### config.mk
export PLATFORM = sky130hd
export DESIGN_NAME = ram8_arbiter
export DESIGN_NICKNAME = d
export VERILOG_FILES = /design/src/rtl/ram8_arb_pkg.sv /design/src/rtl/ram8_arbiter_rr_arb2.sv /design/src/rtl/ram8_arbiter.sv
export SDC_FILE = /design/constraint.sdc
export NUM_CORES = 1
export LEC_CHECK = 0
export ABC_AREA = 1
export CORE_ASPECT_RATIO = 0.9
export CORE_MARGIN = 4
export CORE_UTILIZATION = 30
export CTS_CLUSTER_DIAMETER = 60
export DETAILED_ROUTE_END_ITERATION = 16
export DONT_BUFFER_PORTS = 1
export GPL_ROUTABILITY_DRIVEN = 0
export PLACE_DENSITY = 0.55
export SLEW_MARGIN = 20
export SYNTH_ARGS = -nofsm -noshare
export SYNTH_HDL_FRONTEND = slang
export SYNTH_SLANG_ARGS = --single-unit
### constraint.sdc
create_clock -name clk -period 3.77 [get_ports clk]
set_input_delay 0.5655 -clock clk [delete_from_list [all_inputs] [get_ports clk]]
set_output_delay 0.5655 -clock clk [all_outputs]
set_load 0.005 [all_outputs]
### src/rtl/ram8_arb_pkg.sv
// Shared widths and encodings for the RAM8 arbiter and its round-robin core.
package ram8_arb_pkg;
    localparam int DATA_W = 16;
    localparam int ADDR_W = 3;
    localparam int DEPTH  = 8;

    typedef enum logic {
        ST_INIT = 1'b0,
        ST_RUN  = 1'b1
    } state_t;

    typedef enum logic {
        REQ_A = 1'b0,
        REQ_B = 1'b1
    } req_id_t;
endpackage

### src/rtl/ram8_arbiter_rr_arb2.sv
// Two-requester round-robin arbiter; on contention the requester not granted
// most recently wins. Grants are combinational, history updates on a grant.
module rr_arb2
    import ram8_arb_pkg::*;
(
    input  logic       clk,
    input  logic       reset,
    input  logic [1:0] req,
    input  logic       enable,
    output logic [1:0] gnt
);
    req_id_t r_last_gnt;

    always_comb begin
        gnt = 2'b00;
        if (enable) begin
            if (req == 2'b11) begin
                gnt = (r_last_gnt == REQ_B) ? 2'b01 : 2'b10;
            end else begin
                gnt = req;
            end
        end
    end

    // Reset favours B as "last" so A wins the first contention.
    always_ff @(posedge clk or posedge reset) begin
        if (reset) begin
            r_last_gnt <= REQ_B;
        end else if (gnt[1]) begin
            r_last_gnt <= REQ_B;
        end else if (gnt[0]) begin
            r_last_gnt <= REQ_A;
        end
    end
endmodule

### src/rtl/ram8_arbiter.sv
// Zero-fills RAM8 after reset, then shares its single port between A and B
// with round-robin arbitration and registered read responses.
module ram8_arbiter
    import ram8_arb_pkg::*;
(
    input  logic              clk,
    input  logic              reset,
    input  logic              a_req,
    input  logic              a_we,
    input  logic [ADDR_W-1:0] a_addr,
    input  logic [DATA_W-1:0] a_wdata,
    output logic              a_gnt,
    output logic              a_rvalid,
    output logic [DATA_W-1:0] a_rdata,
    input  logic              b_req,
    input  logic              b_we,
    input  logic [ADDR_W-1:0] b_addr,
    input  logic [DATA_W-1:0] b_wdata,
    output logic              b_gnt,
    output logic              b_rvalid,
    output logic [DATA_W-1:0] b_rdata,
    output logic              busy,
    output logic              ram_load,
    output logic [ADDR_W-1:0] ram_address,
    output logic [DATA_W-1:0] ram_in,
    input  logic [DATA_W-1:0] ram_out
);
    state_t            r_state;
    state_t            w_state_next;
    logic [ADDR_W-1:0] r_fill_cnt;
    logic [1:0]        w_gnt;
    logic [1:0]        w_we;
    logic [1:0]        r_rvalid;
    logic [DATA_W-1:0] r_rdata [2];

    assign w_we = {b_we, a_we};

    rr_arb2 u_arb (
        .clk    (clk),
        .reset  (reset),
        .req    ({b_req, a_req}),
        .enable (r_state == ST_RUN),
        .gnt    (w_gnt)
    );

    always_comb begin
        w_state_next = r_state;
        if (r_state == ST_INIT && r_fill_cnt == ADDR_W'(DEPTH - 1)) begin
            w_state_next = ST_RUN;
        end
    end

    always_ff @(posedge clk or posedge reset) begin
        if (reset) begin
            r_state    <= ST_INIT;
            r_fill_cnt <= '0;
        end else begin
            r_state <= w_state_next;
            if (r_state == ST_INIT) begin
                r_fill_cnt <= r_fill_cnt + ADDR_W'(1);
            end
        end
    end

    // RAM port mux: fill during INIT, otherwise the granted requester or idle zeros.
    always_comb begin
        ram_load    = 1'b0;
        ram_address = '0;
        ram_in      = '0;
        if (r_state == ST_INIT) begin
            ram_load    = 1'b1;
            ram_address = r_fill_cnt;
        end else if (w_gnt[0]) begin
            ram_load    = a_we;
            ram_address = a_addr;
            ram_in      = a_we ? a_wdata : '0;
        end else if (w_gnt[1]) begin
            ram_load    = b_we;
            ram_address = b_addr;
            ram_in      = b_we ? b_wdata : '0;
        end
    end

    generate
        for (genvar gi = 0; gi < 2; gi++) begin : g_resp
            always_ff @(posedge clk or posedge reset) begin
                if (reset) begin
                    r_rvalid[gi] <= 1'b0;
                    r_rdata[gi]  <= '0;
                end else begin
                    r_rvalid[gi] <= w_gnt[gi] & ~w_we[gi];
                    if (w_gnt[gi] && !w_we[gi]) begin
                        r_rdata[gi] <= ram_out;
                    end
                end
            end
        end
    endgenerate

    assign busy     = (r_state == ST_INIT);
    assign a_gnt    = w_gnt[0];
    assign b_gnt    = w_gnt[1];
    assign a_rvalid = r_rvalid[0];
    assign b_rvalid = r_rvalid[1];
    assign a_rdata  = r_rdata[0];
    assign b_rdata  = r_rdata[1];
endmodule
* Word level (Yosys, flattened, before mapping) *
Index checks and enable logic that the tools add are counted.

word-level totals
  register bits after elaboration = 39
  input bits = 60
  logic and storage cells = 37

cells by class
  add/sub/neg operators = 1
  eq/ne operators = 2
  multiplexer cells = 16
  bitwise logic cells = 5
  reductions and logical operators = 6

operators with widths
  kind                                         count
  two-way mux 16 bit                           5
  two-way mux 3 bit                            3
  two-way mux 2 bit                            3
  two-way mux 1 bit                            5
  adder 3 x 1 -> 3 bit, second input constant  1
  equality test 3 bit, second input constant   1
  logical AND 1 bit                            3
  inverter 1 bit                               3
  bitwise AND 1 bit                            2
  equality test 2 bit, second input constant   1
  logical NOT 1 bit                            2
  nonzero test 2 bit                           1

* Logic depth before layout (Yosys ltp) *
  word-level depth = 6
  mapped depth = 7
  gate-level depth less buffers = 5

* Hierarchy *
Synthesis repeated with hierarchy kept, for this count alone.

second synthesis, totals
  cell total of the unflattened synthesis = 278
  area, all modules = 2,100.8 µm²

modules (own cells, without submodules)
  module        instances  cells an instance  area each (µm²)  seq. area each (µm²)
  ram8_arbiter  1          266                2,031.9          950.9
  rr_arb2       1          12                 68.8             26.3

* Worst setup path after synthesis *
OpenSTA, ideal clock, no wires.

  path type = input -> output
  start point = input a_req
  end point = output ram_in[0]
  arrival = 1.062 ns
  data required time = 3.204 ns
  setup slack = 2.142 ns
  stages = 5
  path through = nand2_2 buf_6 buf_6 nand4_1 nand2_1

on the way
  word-level cells in the longest chain between the ends = 6

RTL lines
  element                 RTL line                    text
  start, declared         ram8_arbiter.sv:8           input logic a_req,
  equality test 2 bit     ram8_arbiter_rr_arb2.sv:17  if (req == 2'b11) begin
  two-way mux 2 bit (*)   ram8_arbiter_rr_arb2.sv:17
  two-way mux 2 bit (*)   ram8_arbiter_rr_arb2.sv:16  if (enable) begin
  two-way mux 16 bit      ram8_arbiter.sv:77          end else if (w_gnt[1]) begin
  two-way mux 16 bit (*)  ram8_arbiter.sv:73          end else if (w_gnt[0]) begin
  two-way mux 16 bit (*)  ram8_arbiter.sv:70          if (r_state == ST_INIT) begin
  end, declared           ram8_arbiter.sv:25          output logic [DATA_W-1:0] ram_in,

Every way passes the cells marked *; elsewhere a longest branch is shown, timed or not.

* Final worst setup path *
  start point = register u_arb.r_last_gnt
  end point = output ram_in[14]

on the way
  word-level cells in the longest chain between the ends = 6

RTL lines
  element                 RTL line                    text
  start, declared         ram8_arbiter_rr_arb2.sv:12  req_id_t r_last_gnt;
  start signal, assigned  ram8_arbiter_rr_arb2.sv:28  r_last_gnt <= REQ_B;
  start signal, assigned  ram8_arbiter_rr_arb2.sv:30  r_last_gnt <= REQ_B;
  start signal, assigned  ram8_arbiter_rr_arb2.sv:32  r_last_gnt <= REQ_A;
  two-way mux 2 bit (*)   ram8_arbiter_rr_arb2.sv:18  gnt = (r_last_gnt == REQ_B) ? 2'b01 : 2'b10;
  two-way mux 2 bit (*)   ram8_arbiter_rr_arb2.sv:17
  two-way mux 2 bit (*)   ram8_arbiter_rr_arb2.sv:16
  two-way mux 16 bit      ram8_arbiter.sv:77
  two-way mux 16 bit (*)  ram8_arbiter.sv:73
  two-way mux 16 bit (*)  ram8_arbiter.sv:70

Marked as above.

==> run_results.csv <==
group,metric,value,unit
outcome,status,"completed",
critical_path,cp-start-kind,"flip-flop",
clock_network,clock_latency,290,ps
sta,period_minus_slack,2350,ps
synth,syn_area_per_cell,8.94,um2
sta,slew_headroom,47.6,%
synth,synth_nets,315,
synth,synth_commonest_cells,"nand2_1, nand4_1, dfrtp_1",
sta,worst_pin_slew,784,ps
sta,hold_viol,0,
sta,fmax,0.425,GHz
clock_network,cts-root-buf,"clkbuf_8",
synth,synth_area,2260,um2
placed_design,dp_hpwl,4250,um
placed_design,io_buffers,0,
global_routing,antenna_found_initial,0,
detailed_routing,drcViolationCount,0,
pwr,vdd.ir_drop.worst,0.161,mV
detailed_routing,wl,6210,um
sta,hold_slack,288,ps
synth,ys_warn_count,0,
floorplan,die_h,90.4,um
pwr,power.density,475,nW/um2
synth,synth-edff-count,0,
cells_and_area,finalNonFillerCells,330,
critical_path,endpoint_kind,"output port",
synth,ys_seq_elements,39,
detailed_routing,vias,1833,
floorplan,die_w,99.5,um
detailed_routing,routedWlPerCell,18.8,um
cells_and_area,nets,298,
clock_network,post_cts_resized,0,
synth,ys.flop_type,"dfrtp_1",
floorplan,rows,29,
critical_path,cp_data_arrival_time,1790,ps
synth,synth_area_leaders,"dfrtp_1, nand4_1, nand2_1, buf_6, buf_12",
placed_design,pre_cts_slack,1720,ps
detailed_routing,first_pass_iters,4,
global_routing,grt_util_all_layers,13.7,%
clock_network,cts.sink_count,39,
cells_and_area,n_fill_cell,794,
detailed_routing,final_antenna_net_count,0,
global_routing,grt_pass1_wl,9900,um
synth,post-synth-top-count-cell,"nand2_1",
synth,synth_top_area_share,42.1,%
critical_path,critical_path_class,"flip-flop to output port",
pwr,fin_total_pwr,1.04,mW
synth,yosysSeqAreaShare,43.2,%
floorplan,io_pins,117,
cells_and_area,area_delta_synth_final,-3.38,%
floorplan,coreArea,7180,um2
detailed_routing,drt-initial-drc-count,111,
sta,skew,7.36,ps
clock_network,tritoncts,"done",
hold_path,hold_path_class,"input pin to asynchronous set/reset pin",
clock_network,cts_max_level,2,
cells_and_area,n_antenna_cell,0,
critical_path,worstPathRequired,3200,ps
clock_network,post_cts_buffers,0,
clock_network,clk_pin_slew,80,ps
run,cap_violations,0,
placed_design,dp_cells,322,
pwr,p_leak,1.12,nW
global_routing,grt_pass1_vias,1705,
detailed_routing,vias_per_cell,5.55,
sta,setup_ws,1420,ps
cells_and_area,drive_gt1_share,9.70,%
synth,yosysUniqueCellTypes,20,
floorplan,initial_core_util,31.5,%
floorplan,dieArea,8990,um2
critical_path,crit_fanout,38,
synth,synth_area_leader_cell,"dfrtp_1",
clock_network,clockBufferDepth,2,
clock_network,cts_buffers,5,
sta,fin_setup_tns,0,ps
clock_network,ctsHoldBuffers,0,
sta,finalSetupViolCount,0,
sta,slew_viol_final,0,
sta,fin_crit_sh,62.4,%
global_routing,grt.overflow.total,0,
global_routing,grt_max_degree,40,
synth,synthCells,253,
synth,async_flop_share,100,%
sta,rsz0062_at_grt,"false",
kinds of logic after synthesis:
kind of cell    count (synthesis)  share of synthesized area (%)
compound gates                  1                          0.221
buf+inv                        36                           16.2
xor+xnor                        1                          0.387
flops                          39                           43.2
simple gates                  174                           38.8
fa+ha+maj                       2                           1.11
power breakdown:
group | leakage [nW] | switching [mW] | total (mW) | internal [mW]
Clock | 0.0612 | 0.152 | 0.366 | 0.214
Sequential | 0.485 | 0.0527 | 0.532 | 0.479
Combinational | 0.573 | 0.0980 | 0.139 | 0.0413
placed cells by master (no fill, tap or decap):
master,instances
nand2_1,91
nand4_1,64
dfrtp_1,38
nand3_1,12
clkbuf_8,6
inv_1,5
inv_4,3
inv_2,3
nand2_4,2
nand2_2,2
nand3_4,2
ha_1,2
or2_2,1
xnor2_1,1
o21ai_0,1
bufinv_16,1
clkinv_2,1
buf_4,1
dfstp_2,1
stage by stage:
step	utilization [%]	cell area (um2)
floorplan	-	2260
global placement	28.8	2070
detailed placement	28.8	2070
CTS	30.4	2180
global route	30.4	2180
finish	30.4	2180
layer usage:
layer	routed length (um)	global-route usage (%)	part of all wire, %
met1	2610	19.0	42
met2	2800	20.0	45
met4	34	2.39	0.55
met5	0	0	0
met3	772	5.87	12
cell type report:
cell class                 count  area [um2]  share of cell area, %
clock buffer                   6        82.6                   3.78
clock inverter                 2        35.0                   1.60
inverter                      11        48.8                   2.23
multi-input combinational    178         917                   42.0
sequential                    39         977                   44.7
tap                           93         116                   5.33
timing repair buffer           1        7.51                  0.344
registers in the layout, indices dropped and copies added, names as in the netlist:
| signal | cells |
|---|---|
| a_rdata | 16 |
| u_arb.r_last_gnt | 1 |
| b_rvalid | 1 |
| r_fill_cnt | 3 |
| r_state | 1 |
| b_rdata | 16 |
| a_rvalid | 1 |
final timing paths:
| check | startpoint | endpoint | slack (ps) | cells past startpoint |
|---|---|---|---|---|
| max | u_arb.r_last_gnt | ram_in[14] | 1420 | 4 |
| min in group clk | ram_out[3] | b_rdata[3] | 420 | 2 |
| min | reset | b_rdata[15] | 290 | 2 |
| max in group asynchronous | reset | u_arb.r_last_gnt | 3130 | 2 |
| min reg2reg | r_fill_cnt[0] | r_fill_cnt[0] | 500 | 1 |
| max reg2reg | u_arb.r_last_gnt | a_rdata[15] | 1960 | 5 |
critical path, stage by stage, from the launching register on:
cell     delay (ps)
dfstp_2         550
inv_2            40
nand2_2         570
nand4_1         200
nand2_1         130
Note: power is estimated with default switching activity, not from simulation.
